**config.mk**
```make
export PLATFORM = sky130hd
export DESIGN_NAME = baud_tick_gen
export DESIGN_NICKNAME = d
export VERILOG_FILES = /design/src/rtl/uart_pkg.sv /design/src/rtl/mod_counter.sv /design/src/rtl/baud_tick_gen.sv
export SDC_FILE = /design/constraint.sdc
export NUM_CORES = 1
export LEC_CHECK = 0
export CORE_MARGIN = 2
export CORE_UTILIZATION = 50
export DETAILED_ROUTE_END_ITERATION = 6
export PLACE_DENSITY_LB_ADDON = 0.05
export SYNTH_ARGS = -nofsm -noshare
export SYNTH_HDL_FRONTEND = slang
export SYNTH_SLANG_ARGS = --single-unit
```
**constraint.sdc**
```tcl
create_clock -name clk -period 3.6 [get_ports clk]
set_input_delay 0.72 -clock clk [delete_from_list [all_inputs] [get_ports clk]]
set_output_delay 0.72 -clock clk [all_outputs]
set_load 0.03 [all_outputs]
```
**src/rtl/uart_pkg.sv**
```systemverilog
// rtl/uart_pkg.sv - shared UART rate-select encodings and divisor helper
package uart_pkg;

  localparam int unsigned OVERSAMPLE_DEF = 16;

  localparam logic [1:0] BAUD_SEL_9600   = 2'd0;
  localparam logic [1:0] BAUD_SEL_19200  = 2'd1;
  localparam logic [1:0] BAUD_SEL_57600  = 2'd2;
  localparam logic [1:0] BAUD_SEL_115200 = 2'd3;

  // Clocks per oversample slot, rounded to nearest.
  function automatic longint unsigned calc_div(
    input longint unsigned clk_freq,
    input longint unsigned baud,
    input longint unsigned os
  );
    return (clk_freq + (baud * os) / 2) / (baud * os);
  endfunction

endpackage

```
**src/rtl/mod_counter.sv**
```systemverilog
// rtl/mod_counter.sv - wrap-around counter with runtime terminal value, clear and enable
module mod_counter #(
  parameter int unsigned W = 8
) (
  input  logic         clk,
  input  logic         rst_n,
  input  logic         clr,
  input  logic         en,
  input  logic [W-1:0] last_val,
  output logic [W-1:0] count,
  output logic         tc
);

  logic [W-1:0] cnt_q;
  logic [W-1:0] cnt_d;

  assign tc    = (cnt_q == last_val);
  assign count = cnt_q;

  always_comb begin
    cnt_d = cnt_q;
    if (clr) begin
      cnt_d = '0;
    end else if (en) begin
      cnt_d = tc ? '0 : cnt_q + W'(1);
    end
  end

  always_ff @(posedge clk or negedge rst_n) begin
    if (!rst_n) begin
      cnt_q <= '0;
    end else begin
      cnt_q <= cnt_d;
    end
  end

endmodule

```
**src/rtl/baud_tick_gen.sv**
```systemverilog
// rtl/baud_tick_gen.sv - runtime-selectable baud tick generator (oversample, mid-bit and bit ticks)
module baud_tick_gen
  import uart_pkg::*;
#(
  parameter int unsigned CLK_FREQ   = 50_000_000,
  parameter int unsigned OVERSAMPLE = OVERSAMPLE_DEF,
  parameter int unsigned BAUD0      = 9600,
  parameter int unsigned BAUD1      = 19200,
  parameter int unsigned BAUD2      = 57600,
  parameter int unsigned BAUD3      = 115200,
  parameter int unsigned CNT_W      = 16
) (
  input  logic                          clk,
  input  logic                          rst_n,
  input  logic                          enable,
  input  logic [1:0]                    baud_sel,
  input  logic                          resync,
  output logic                          os_tick,
  output logic                          bit_tick,
  output logic                          mid_tick,
  output logic [$clog2(OVERSAMPLE)-1:0] os_idx
);

  localparam int unsigned OS_W = $clog2(OVERSAMPLE);
  localparam longint unsigned DIV0 = calc_div(64'(CLK_FREQ), 64'(BAUD0), 64'(OVERSAMPLE));
  localparam longint unsigned DIV1 = calc_div(64'(CLK_FREQ), 64'(BAUD1), 64'(OVERSAMPLE));
  localparam longint unsigned DIV2 = calc_div(64'(CLK_FREQ), 64'(BAUD2), 64'(OVERSAMPLE));
  localparam longint unsigned DIV3 = calc_div(64'(CLK_FREQ), 64'(BAUD3), 64'(OVERSAMPLE));
  localparam longint unsigned DIV_MAX = (64'd1 << CNT_W) - 64'd1;

  if (DIV0 < 2 || DIV0 > DIV_MAX || DIV1 < 2 || DIV1 > DIV_MAX ||
      DIV2 < 2 || DIV2 > DIV_MAX || DIV3 < 2 || DIV3 > DIV_MAX) begin : g_bad_div
    $error("baud_tick_gen: a baud divisor does not fit the prescaler");
  end
  if (OVERSAMPLE < 4 || (OVERSAMPLE & (OVERSAMPLE - 1)) != 0) begin : g_bad_os
    $error("baud_tick_gen: OVERSAMPLE must be a power of two >= 4");
  end

  logic [CNT_W-1:0] div_sel;
  logic [CNT_W-1:0] div_q, div_d;
  logic             enable_q;
  logic             os_tick_q, os_tick_d;
  logic             mid_tick_q, mid_tick_d;
  logic             bit_tick_q, bit_tick_d;
  logic             restart, cnt_clr;
  logic             pre_tc, os_at_last;
  logic [CNT_W-1:0] pre_cnt_unused;
  logic [OS_W-1:0]  os_cnt;

  always_comb begin
    div_sel = CNT_W'(DIV3);
    case (baud_sel)
      BAUD_SEL_9600:   div_sel = CNT_W'(DIV0);
      BAUD_SEL_19200:  div_sel = CNT_W'(DIV1);
      BAUD_SEL_57600:  div_sel = CNT_W'(DIV2);
      BAUD_SEL_115200: div_sel = CNT_W'(DIV3);
    endcase
  end

  // A restart (resync or enable rising) realigns the bit phase and swallows any tick due now.
  assign restart = resync || (enable && !enable_q);
  assign cnt_clr = !enable || restart;

  mod_counter #(.W(CNT_W)) u_prescaler (
    .clk      (clk),
    .rst_n    (rst_n),
    .clr      (cnt_clr),
    .en       (1'b1),
    .last_val (div_q - CNT_W'(1)),
    .count    (pre_cnt_unused),
    .tc       (pre_tc)
  );

  // Slot index advances on the registered tick, so os_idx still shows the slot a tick closes.
  mod_counter #(.W(OS_W)) u_os_counter (
    .clk      (clk),
    .rst_n    (rst_n),
    .clr      (cnt_clr),
    .en       (os_tick_q),
    .last_val (OS_W'(OVERSAMPLE - 1)),
    .count    (os_cnt),
    .tc       (os_at_last)
  );

  always_comb begin
    div_d      = div_q;
    os_tick_d  = 1'b0;
    mid_tick_d = 1'b0;
    bit_tick_d = 1'b0;
    if (cnt_clr) begin
      div_d = div_sel;
    end else if (pre_tc) begin
      os_tick_d  = 1'b1;
      mid_tick_d = (os_cnt == OS_W'(OVERSAMPLE / 2 - 1));
      bit_tick_d = os_at_last;
      // Rate changes only land on a bit boundary so the current bit keeps its width.
      if (os_at_last) begin
        div_d = div_sel;
      end
    end
  end

  always_ff @(posedge clk or negedge rst_n) begin
    if (!rst_n) begin
      div_q      <= CNT_W'(DIV0);
      enable_q   <= 1'b0;
      os_tick_q  <= 1'b0;
      mid_tick_q <= 1'b0;
      bit_tick_q <= 1'b0;
    end else begin
      div_q      <= div_d;
      enable_q   <= enable;
      os_tick_q  <= os_tick_d;
      mid_tick_q <= mid_tick_d;
      bit_tick_q <= bit_tick_d;
    end
  end

  assign os_tick  = os_tick_q;
  assign mid_tick = mid_tick_q;
  assign bit_tick = bit_tick_q;
  assign os_idx   = os_cnt;

endmodule

```
======== Word-level counts from Yosys, hierarchy flattened ========
Index checks and enable logic that the tools add are counted.
Widths: inputs -> output; s select.
operators by class
  add/subtract/negate cells ............... 3
  multiply operators ...................... 0
  div/mod/pow operators ................... 0
  $lt $le $gt $ge ......................... 0
  equality and inequality tests ........... 6
  shift operators ......................... 0
  mux-type cells .......................... 15
  bitwise gates (word level) .............. 0
  reductions and logical operators ........ 10
operators with widths
  operator               number
  $mux 16                5
  $pmux 16 s4            1
  $add 16x1->16 const B  1
  $eq 16x16->1           1
  $sub 16x1->16 const B  1
  $mux 4                 3
  $mux 1                 6
  $reduce_bool 2->1      3
  $add 4x1->4 const B    1
  $eq 2x2->1 const B     2
  $eq 4x3->1 const B     1
  $eq 4x4->1 const B     1
  $eq 2x1->1 const B     1
  $logic_not 1->1        2
  $logic_not 2->1        1
  $logic_or 1x1->1       2
  $reduce_and 2->1       1
  $logic_and 1x1->1      1
word-level totals
  bits in registers ....................... 40
  bits in latches ......................... 0
  RAM bits ................................ 0
  bits in read-only memories .............. 0
  input bits .............................. 6
  output and inout bits ................... 7
  word-level logic and storage cells ...... 41
  memories kept ........................... 0

======== Longest topological paths before layout ========
  word-level depth ........................ 6
  depth in mapped cells ................... 8
  depth with buffers taken out ............ 5

======== Hierarchy ========
From an unflattened synthesis, not the netlist that was laid out.
unflattened totals
  cells, all modules ...................... 197
  area total of the unflattened synthesis .. 2067.0 µm²
by module, submodules not included
  module                       instances  cells each  area an instance (µm²)  sequential area each (µm²)
  mod_counter at u_prescaler   1          129         1256.2                  400.4
  baud_tick_gen                1          41          526.8                   277.8
  mod_counter at u_os_counter  1          27          284.0                   100.1

======== Worst setup path after synthesis ========
Ideal clock, no wire load.
  kind .................................... input to register
  start point ............................. input resync
  end point ............................... register div_q[0]
  setup time .............................. 0.125 ns
  data arrival time ....................... 1.646 ns
  required time ........................... 3.475 ns
  setup slack ............................. 1.829 ns
  cell stages on the path ................. 3
  buffers on the path ..................... 0
  cells stage by stage .................... nand3b_2 > a41oi_4 > mux2_2
between the ends
  cells in the longest elaborated chain, start to end .. 4
  elaborated cells between the ends (all ways) .. 6
  classes of those cells .................. 1 x mux; 5 x reduce/logical
ends and longest elaborated chain
  item                         RTL line              text
  start, declared              baud_tick_gen.sv:17   input logic resync,
  $logic_or 1x1->1 (*)         baud_tick_gen.sv:61   assign restart = resync || (enable && !enable_q);
  $logic_or 1x1->1 (*)         baud_tick_gen.sv:62   assign cnt_clr = !enable || restart;
  $reduce_bool 2->1 (no line)  n/a
  $reduce_and 2->1 (no line)   n/a
  end signal, assigned         baud_tick_gen.sv:105  div_q <= CNT_W'(DIV0);
  end signal, assigned         baud_tick_gen.sv:111  div_q <= div_d;
  end, declared                baud_tick_gen.sv:40   logic [CNT_W-1:0] div_q, div_d;
Mark *: on every way between the ends. The rest lies on a longest branch, timed or not.
A chain may end at the register's enable or synchronous reset.

======== Worst setup path in the final report ========
  start point ............................. register u_os_counter.cnt_q[2], in the netlist u_os_counter.count[2]
  end point ............................... output os_idx[2]
RTL lines
  item                    RTL line             text
  start, declared         mod_counter.sv:14    logic [W-1:0] cnt_q;
  start signal, assigned  mod_counter.sv:33    cnt_q <= cnt_d;
  end, declared           baud_tick_gen.sv:21  output logic [$clog2(OVERSAMPLE)-1:0] os_idx
No word-level cell between the ends.

==> flow_summary.toml <==
[cells_and_area]
post-route-util = 0.587
areaGrowthSynthToFinish_pct = 12.9
seq_area_um2 = 778
num-fill-cells = 280
drive_gt1_frac = 0.135
final_common_cell = "dfrtp_1"
multi_input_area_um2 = 749
fin_nets = 175
antenna_cells = 0
fin_area_um2 = 1760
final_cell_mix = "dfrtp_1 (29), nor2_1 (27), clkdlybuf4s50_1 (12)"

[floorplanning]
die_h_um = 59.9
start_util = 0.520
io_pins = 13
core_area_um2 = 3000
die_w_um = 59.9
num_rows = 20
dieArea_um2 = 3580

[sta]
finalCritPeriodShare = 0.624
hold_viol = 0
tns_ns = 0
fin_skew_ns = 0.00892
post-route-min-period_ns = 2.25
rsz0062_at_grt = "no"
setup_ws_ns = 1.35
fmax_mhz = 445
maxSlewViolCount = 0
relSlewSlack = 0.628
tightest_slew_ns = 0.558
final-setup-viol-count = 0

[detailed_routing]
wl_per_cell_um = 13.6
ant_nets = 0
routed_wl_um = 2670
drt_drc_violations_left = 0
via_count = 1049
drtIter0Drc = 29
via_per_inst = 5.35
dr.pass1.iters = 3

[clock_tree]
cts_buffers = 5
cts_sinks = 31
clock_latency_ns = 0.33
clockBufferDepth = 2
cts_tree = "built"
postCtsSetupBuffers = 0
cts_root_buf = "clkbuf_4"
cts_max_level = 2
ctsHoldBuffers = 0
cts_resized = 0
clkTransAtPathRegs_ns = 0.09

[yosys]
yosysWarnings = 0
postSynthAreaPerCell_um2 = 10.8
syn_inst = 145
ys_types = 32
ys_seq_elements = 31
ys_async_sr_fraction = 1.00
mappedNetlistArea_um2 = 1560
synth_nets = 158
ys_seq_area_frac = 0.499
synth_edf_count = 0
synth_flop_cell = "dfrtp_1"
netlist_top_cells_area = "dfrtp_1 (47%), nor2_1 (6.5%), ha_1 (5.6%)"
yosys.area.top_type = "dfrtp_1"
synth_top_area_share = 0.465

[hold_path]
hold_start = "div_q[2]"
min_path_type = "flop to flop"

[power_and_ir_drop]
p_total_mw = 0.597
irDropWorstVdd_mv = 0.200
cellLeakagePower_nw = 0.740
power_density_nw_per_um2 = 339

[global_route]
grt.total_usage = 0.185
grt_pass1_wl_um = 4730
grt_max_degree = 32
grt_pass1_vias = 1035
antenna_found_initial = 0
grt.overflow.total = 0

[worst_setup_path]
critical_path.max_fanout = 6
worstPathRequired_ns = 2.88
r2r-start = "u_prescaler.count[12]"
critical-path-top-delay-family = "buffers and inverters"
cp_data_arrival_time_ns = 1.53
start_kind = "flop"
crit_start = "u_os_counter.count[2]"
cp_slowest_stage_delay_ns = 0.71
path_class = "flop to output port"
cp-end-kind = "output port"
path_cells = "clkdlybuf4s50_1"
slowest_stage = "clkdlybuf4s50_1"
critical_path_buf_inv_count = 1

[placed_design]
dpl_cell_area_um2 = 1710
place.gp.congestion = 0.806
dp_slack_ns = 1.30
place_hpwl_um = 1950
io_buffers = 12

[run_status]
status = "completed"

[run]
drv_cap = 0
[worst reg2reg max path, cell delays in order, from the launching register on]
cell	delay [ns]
dfrtp_1	0.43
nor4_1	0.36
nand4_1	0.19
nor3_2	0.24
or2_1	0.51
nor2_1	0.12
[sequential cells by signal, indices dropped and copies added, names as in the netlist]
name,flops
u_prescaler.count,16
enable_q,1
os_tick,1
bit_tick,1
u_os_counter.count,4
div_q,7
mid_tick,1
[layer usage]
layer,global-route usage,wire [um]
met4,0.0571,33
met1,0.223,1260
met3,0.0714,103
met2,0.304,1270
met5,0,0
[report_power, final]
part	total, mW	internal, mW	switching [mW]
sequential	0.364	0.358	0.00640
clock	0.189	0.0759	0.113
combinational	0.0437	0.0205	0.0233
total	0.597	0.454	0.143
[Yosys cell counts (2+ instances only)]
cell,instances
a21oi_1,2
and3_1,2
and3_2,2
and4_1,2
dfrtp_1,29
dfstp_2,2
ha_1,7
inv_1,4
mux2_2,7
mux2i_1,2
nand2_1,6
nand3_1,10
nand4_1,4
nor2_1,27
nor3_1,3
nor4_1,2
xnor2_1,10
xor2_1,10
[stage by stage]
stage	hold WS (ns)	instances
floorplan	0.424	145
global placement	0.478	188
detailed placement	0.504	188
CTS	0.517	196
global route	0.529	196
finish	0.507	196
[layout make-up]
type	count	area share
flip-flops and latches	31	0.442
multi-input cells	107	0.425
repair buffers	13	0.0724
clock buffers	7	0.0256
well taps	33	0.0234
inverters	4	0.00852
clock inverters	1	0.00284
[logic make-up (layout without fill, tap and decap cells)]
logic type | Yosys count | count (layout) | synth area share
simple gates | 66 | 66 | 0.217
flops | 31 | 31 | 0.499
xor+xnor | 20 | 20 | 0.112
mux | 9 | 9 | 0.0634
fa+ha+maj | 7 | 7 | 0.0561
buf+inv | 7 | 25 | 0.0208
compound gates | 5 | 5 | 0.0313
[final timing paths]
path | to | slack [ns] | cells after the start
min in group asynchronous | u_os_counter.count[1] | 0.77 | 2
worst min-delay path | div_q[2] | 0.51 | 2
worst max-delay path | os_idx[2] | 1.35 | 1
worst min register to register | div_q[2] | 0.51 | 2
worst max register to register | u_prescaler.count[15] | 1.62 | 5
max in group asynchronous | div_q[6] | 2.49 | 2
Note: power is estimated with default switching activity, not from simulation.
